<file path="src/rtl/serial_mux_sequencer.sv">
// Byte serializer: latches a parallel byte into register a and walks a 3-bit
// select s across it, so out_bit is simply the 8:1 mux output a[s].
module serial_mux_sequencer #(
  parameter bit MSB_FIRST = 1'b0
) (
  input  logic       clk,
  input  logic       rst,
  input  logic [7:0] in_data,
  input  logic       in_valid,
  output logic       in_ready,
  output logic [7:0] a,
  output logic [2:0] s,
  output logic       out_bit,
  output logic       out_valid,
  input  logic       out_ready,
  output logic       out_last,
  output logic [7:0] frame_cnt
);

  localparam logic [2:0] START_IDX = MSB_FIRST ? 3'd7 : 3'd0;
  localparam logic [2:0] END_IDX   = MSB_FIRST ? 3'd0 : 3'd7;

  typedef enum logic {
    IDLE  = 1'b0,
    SHIFT = 1'b1
  } state_t;

  state_t     r_state;
  logic [7:0] r_a;
  logic [2:0] r_s;
  logic [7:0] r_frame_cnt;

  logic       w_in_acc;
  logic       w_out_acc;
  logic       w_at_end;

  // Handshake flags are gated by rst so nothing looks valid or ready while
  // reset is held, even before the first reset edge has cleared the state.
  assign out_valid = (r_state == SHIFT) & ~rst;
  assign w_at_end  = (r_s == END_IDX);
  assign out_last  = out_valid & w_at_end;
  assign in_ready  = ~rst & ((r_state == IDLE) | (out_last & out_ready));
  assign w_in_acc  = in_valid & in_ready;
  assign w_out_acc = out_valid & out_ready;

  // The mux itself: nothing but registered a indexed by registered s.
  assign out_bit   = r_a[r_s];

  assign a         = r_a;
  assign s         = r_s;
  assign frame_cnt = r_frame_cnt;

  // NOTE: sequential state uses non-blocking assignments only, so every
  // register samples the pre-edge values of its neighbours.
  always_ff @(posedge clk) begin
    if (rst) begin
      r_state     <= IDLE;
      r_a         <= 8'h00;
      r_s         <= START_IDX;
      r_frame_cnt <= 8'h00;
    end else begin
      case (r_state)
        IDLE: begin
          if (w_in_acc) begin
            r_a     <= in_data;
            r_s     <= START_IDX;
            r_state <= SHIFT;
          end
        end
        SHIFT: begin
          if (w_out_acc) begin
            if (!w_at_end) begin
              r_s <= MSB_FIRST ? (r_s - 3'd1) : (r_s + 3'd1);
            end else begin
              r_frame_cnt <= r_frame_cnt + 8'd1;
              // Zero-bubble reload when the next byte is taken with the last bit.
              if (w_in_acc) begin
                r_a <= in_data;
                r_s <= START_IDX;
              end else begin
                r_state <= IDLE;
              end
            end
          end
        end
        default: r_state <= IDLE;
      endcase
    end
  end

endmodule
</file>
<file path="config.mk">
export PLATFORM = sky130hd
export DESIGN_NAME = serial_mux_sequencer
export DESIGN_NICKNAME = d
export VERILOG_FILES = /design/src/rtl/serial_mux_sequencer.sv
export SDC_FILE = /design/constraint.sdc
export NUM_CORES = 1
export LEC_CHECK = 0
export ABC_AREA = 0
export CORE_MARGIN = 2
export CORE_UTILIZATION = 40
export CTS_BUF_LIST = sky130_fd_sc_hd__clkbuf_2 sky130_fd_sc_hd__clkbuf_4 sky130_fd_sc_hd__clkbuf_8
export DETAILED_ROUTE_END_ITERATION = 8
export MAX_ROUTING_LAYER = met4
export PLACE_DENSITY = 0.84
export SLEW_MARGIN = 20
export SYNTH_ARGS = -nofsm -noshare
export SYNTH_HDL_FRONTEND = slang
export SYNTH_SLANG_ARGS = --single-unit
export TNS_END_PERCENT = 30
</file>
<file path="constraint.sdc">
create_clock -name clk -period 4 [get_ports clk]
set_input_delay 1.2 -clock clk [delete_from_list [all_inputs] [get_ports clk]]
set_output_delay 1.2 -clock clk [all_outputs]
set_load 0.01 [all_outputs]
</file>
==> impl_metrics.env <==
export IMPL_status="complete, no violations"
export IMPL_async_flop_share_pct=0
export IMPL_synth_nets=115
export IMPL_wl_per_cell_um=14.3
export IMPL_netlist_cell_type_count=28
export IMPL_synthSimpleGateAreaFrac_pct=23.8
export IMPL_worstSkewPairLatency_ns=0.31
export IMPL_initial_core_util_pct=42.1
export IMPL_powerDensity_mw_per_mm2=315
export IMPL_antenna_found_initial=0
export IMPL_synth_adder_area_share_pct=3.63
export IMPL_cp_required_ns=2.80
export IMPL_wl_mm=2.36
export IMPL_fin_cells=165
export IMPL_slew_violations=0
export IMPL_antenna_cells=0
export IMPL_synth_compound_area_share_pct=12.6
export IMPL_max_slew_margin_pct=69.6
export IMPL_final_cell_mix="clkdlybuf4s50_1 (34), dfxtp_1 (20), mux2_2 (9), nor2b_1 (9), a21oi_1 (8)"
export IMPL_grt_usage_pct=17.8
export IMPL_place_gp_congestion=0.691
export IMPL_synth_edf_count=0
export IMPL_post_dp_hpwl_mm=1.75
export IMPL_worstSetupPathType="in2out"
export IMPL_clk_pin_slew_worst_paths_ns=0.13
export IMPL_vdd_drop_max_uv=238
export IMPL_synth_area_mux_share_pct=15.1
export IMPL_core_area_sq_mm=0.00245
export IMPL_setup_viol=0
export IMPL_tightest_slew_ns=0.454
export IMPL_tns_ns=0
export IMPL_critPathMaxFanout=5
export IMPL_drv_cap=0
export IMPL_dp_slack_ns=0.215
export IMPL_synth_seq_cells=20
export IMPL_grt_ovfl_total=0
export IMPL_drt_iter0_markers=13
export IMPL_n_fill_cell=223
export IMPL_cts_setup_buffers=0
export IMPL_clk_path_buf_depth=2
export IMPL_cts_sinks=20
export IMPL_worstSetupEndpointType="primary output"
export IMPL_start_kind="input pin"
export IMPL_synth_avg_cell_area_sq_um=10.3
export IMPL_synth_flop_cell="dfxtp_1"
export IMPL_num_vias=898
export IMPL_finalCriticalPeriod_ns=3.77
export IMPL_ant_nets=0
export IMPL_leakage_nw=0.562
export IMPL_ctsRootBufferMaster="clkbuf_4"
export IMPL_finalCritPeriodShare_pct=94.4
export IMPL_placed_cells=161
export IMPL_rsz0062_at_grt="false"
export IMPL_finClkSkew_ns=0.00727
export IMPL_hp_class="reg2reg"
export IMPL_drive_gt1_share_pct=15.6
export IMPL_synth_xor_area_share_pct=1.69
export IMPL_via_per_inst=5.44
export IMPL_grt_pass1_vias=797
export IMPL_portBuffers=34
export IMPL_die_w_um=54.8
export IMPL_arrival_ns=2.57
export IMPL_grt_max_degree=24
export IMPL_drc=0
export IMPL_rows=18
export IMPL_yosysWarnings=0
export IMPL_hold_viol_final=0
export IMPL_fmax_mhz=265
export IMPL_io_pins=35
export IMPL_nets=151
export IMPL_syn_area_sq_mm=0.00103
export IMPL_cts_tree="built"
export IMPL_final_common_cell="clkdlybuf4s50_1"
export IMPL_fp_dieArea_sq_mm=0.00301
export IMPL_cts_hold_buf=0
export IMPL_synth_top_family_by_area="simple AND/OR/NAND/NOR gates"
export IMPL_cts_max_level=1
export IMPL_die_h_um=54.8
export IMPL_first_pass_iters=3
export IMPL_syn2layout_area_growth_pct=39.5
export IMPL_fin_ws_ns=0.226
export IMPL_synth_cells=100
export IMPL_ys_seq_area_share_pct=38.7
export IMPL_cts_buffers=3
export IMPL_grt_pass1_wl_mm=3.67
export IMPL_post_cts_resized=0
[kinds of logic after synthesis]
group | Yosys count
compound gates | 19
fa+ha+maj | 3
buf+inv | 7
flops | 20
mux | 12
xor+xnor | 2
simple gates | 37
[state kept, by name, summed over array words and instances, names as in the netlist]
register / count
a: 8
frame_cnt: 8
r_state: 1
s: 3
[worst max-delay path: stages]
cell,delay (ns)
clkdlybuf4s50_1,0.41
nand2b_1,0.20
inv_1,0.11
and2_1,0.12
clkdlybuf4s50_1,0.53
[cell usage after synthesis (2+ instances only)]
| library cell | n | share of area (%) |
|---|---|---|
| a21oi_1 | 8 | 3.9 |
| a221oi_1 | 2 | 1.7 |
| buf_6 | 2 | 2.2 |
| clkbuf_1 | 2 | 0.73 |
| dfxtp_1 | 20 | 39 |
| ha_1 | 3 | 3.6 |
| inv_1 | 2 | 0.73 |
| mux2_2 | 9 | 9.8 |
| mux4_2 | 2 | 4.4 |
| nand2_1 | 6 | 2.2 |
| nand2b_1 | 3 | 1.8 |
| nand3_1 | 2 | 0.97 |
| nand4_1 | 2 | 1.2 |
| nor2_1 | 4 | 1.5 |
| nor2b_1 | 9 | 5.4 |
| o21ai_0 | 3 | 1.5 |
| o31ai_1 | 5 | 3.6 |
| or4_1 | 5 | 3.6 |
| xor2_1 | 2 | 1.7 |
[worst paths after layout]
| check | cells after the start | to | from | slack (ns) |
|---|---|---|---|---|
| min reg2reg | 2 | frame_cnt[7]$_SDFFE_PP0P_ | frame_cnt[7]$_SDFFE_PP0P_ | 0.50 |
| min | 2 | frame_cnt[7]$_SDFFE_PP0P_ | frame_cnt[7]$_SDFFE_PP0P_ | 0.50 |
| max | 5 | out_last | rst | 0.23 |
| max reg2reg | 5 | a[6]$_SDFFE_PP0P_ | s[0]$_SDFFE_PP0N_ | 1.75 |
[metal layers]
metal  share of wire [%]  wire, um  global-route usage, %  vias to the layer above
met5                   0         0                      -                        -
met4                 1.2        28                   6.25                        0
met3                 6.3       149                   3.01                        5
met2                  50      1170                   31.5                       35
met1                  43      1010                   19.8                      422
li1                    -         -                      -                      436
[power by group]
group	switching, mW	internal [mW]	leakage, nW	total, mW
sequential	0.00983	0.207	0.163	0.217
combinational	0.0247	0.0422	0.371	0.0669
clock	0.0686	0.101	0.0279	0.170
total	0.103	0.351	0.562	0.454
[cell type report]
| class | instances | area [sq um] | share of cell area [%] |
|---|---|---|---|
| clock inverter | 1 | 30.0 | 2.08 |
| timing repair buffer | 36 | 355 | 24.7 |
| clock buffer | 3 | 22.5 | 1.56 |
| tap | 30 | 37.5 | 2.60 |
| inverter | 2 | 7.51 | 0.521 |
| multi-input combinational | 73 | 588 | 40.8 |
| sequential | 20 | 400 | 27.8 |
[through the flow]
stage               hold slack [ns]  total power, mW  utilization, %  area [sq um]
CTS                           0.499            0.457            58.7          1440
global placement              0.465            0.286            56.6          1390
detailed placement            0.481            0.288            56.6          1390
global route                  0.534            0.469            58.7          1440
floorplan                     0.496            0.252               -          1030
finish                        0.499            0.454            58.7          1440
Note: power is estimated with default switching activity, not from simulation.
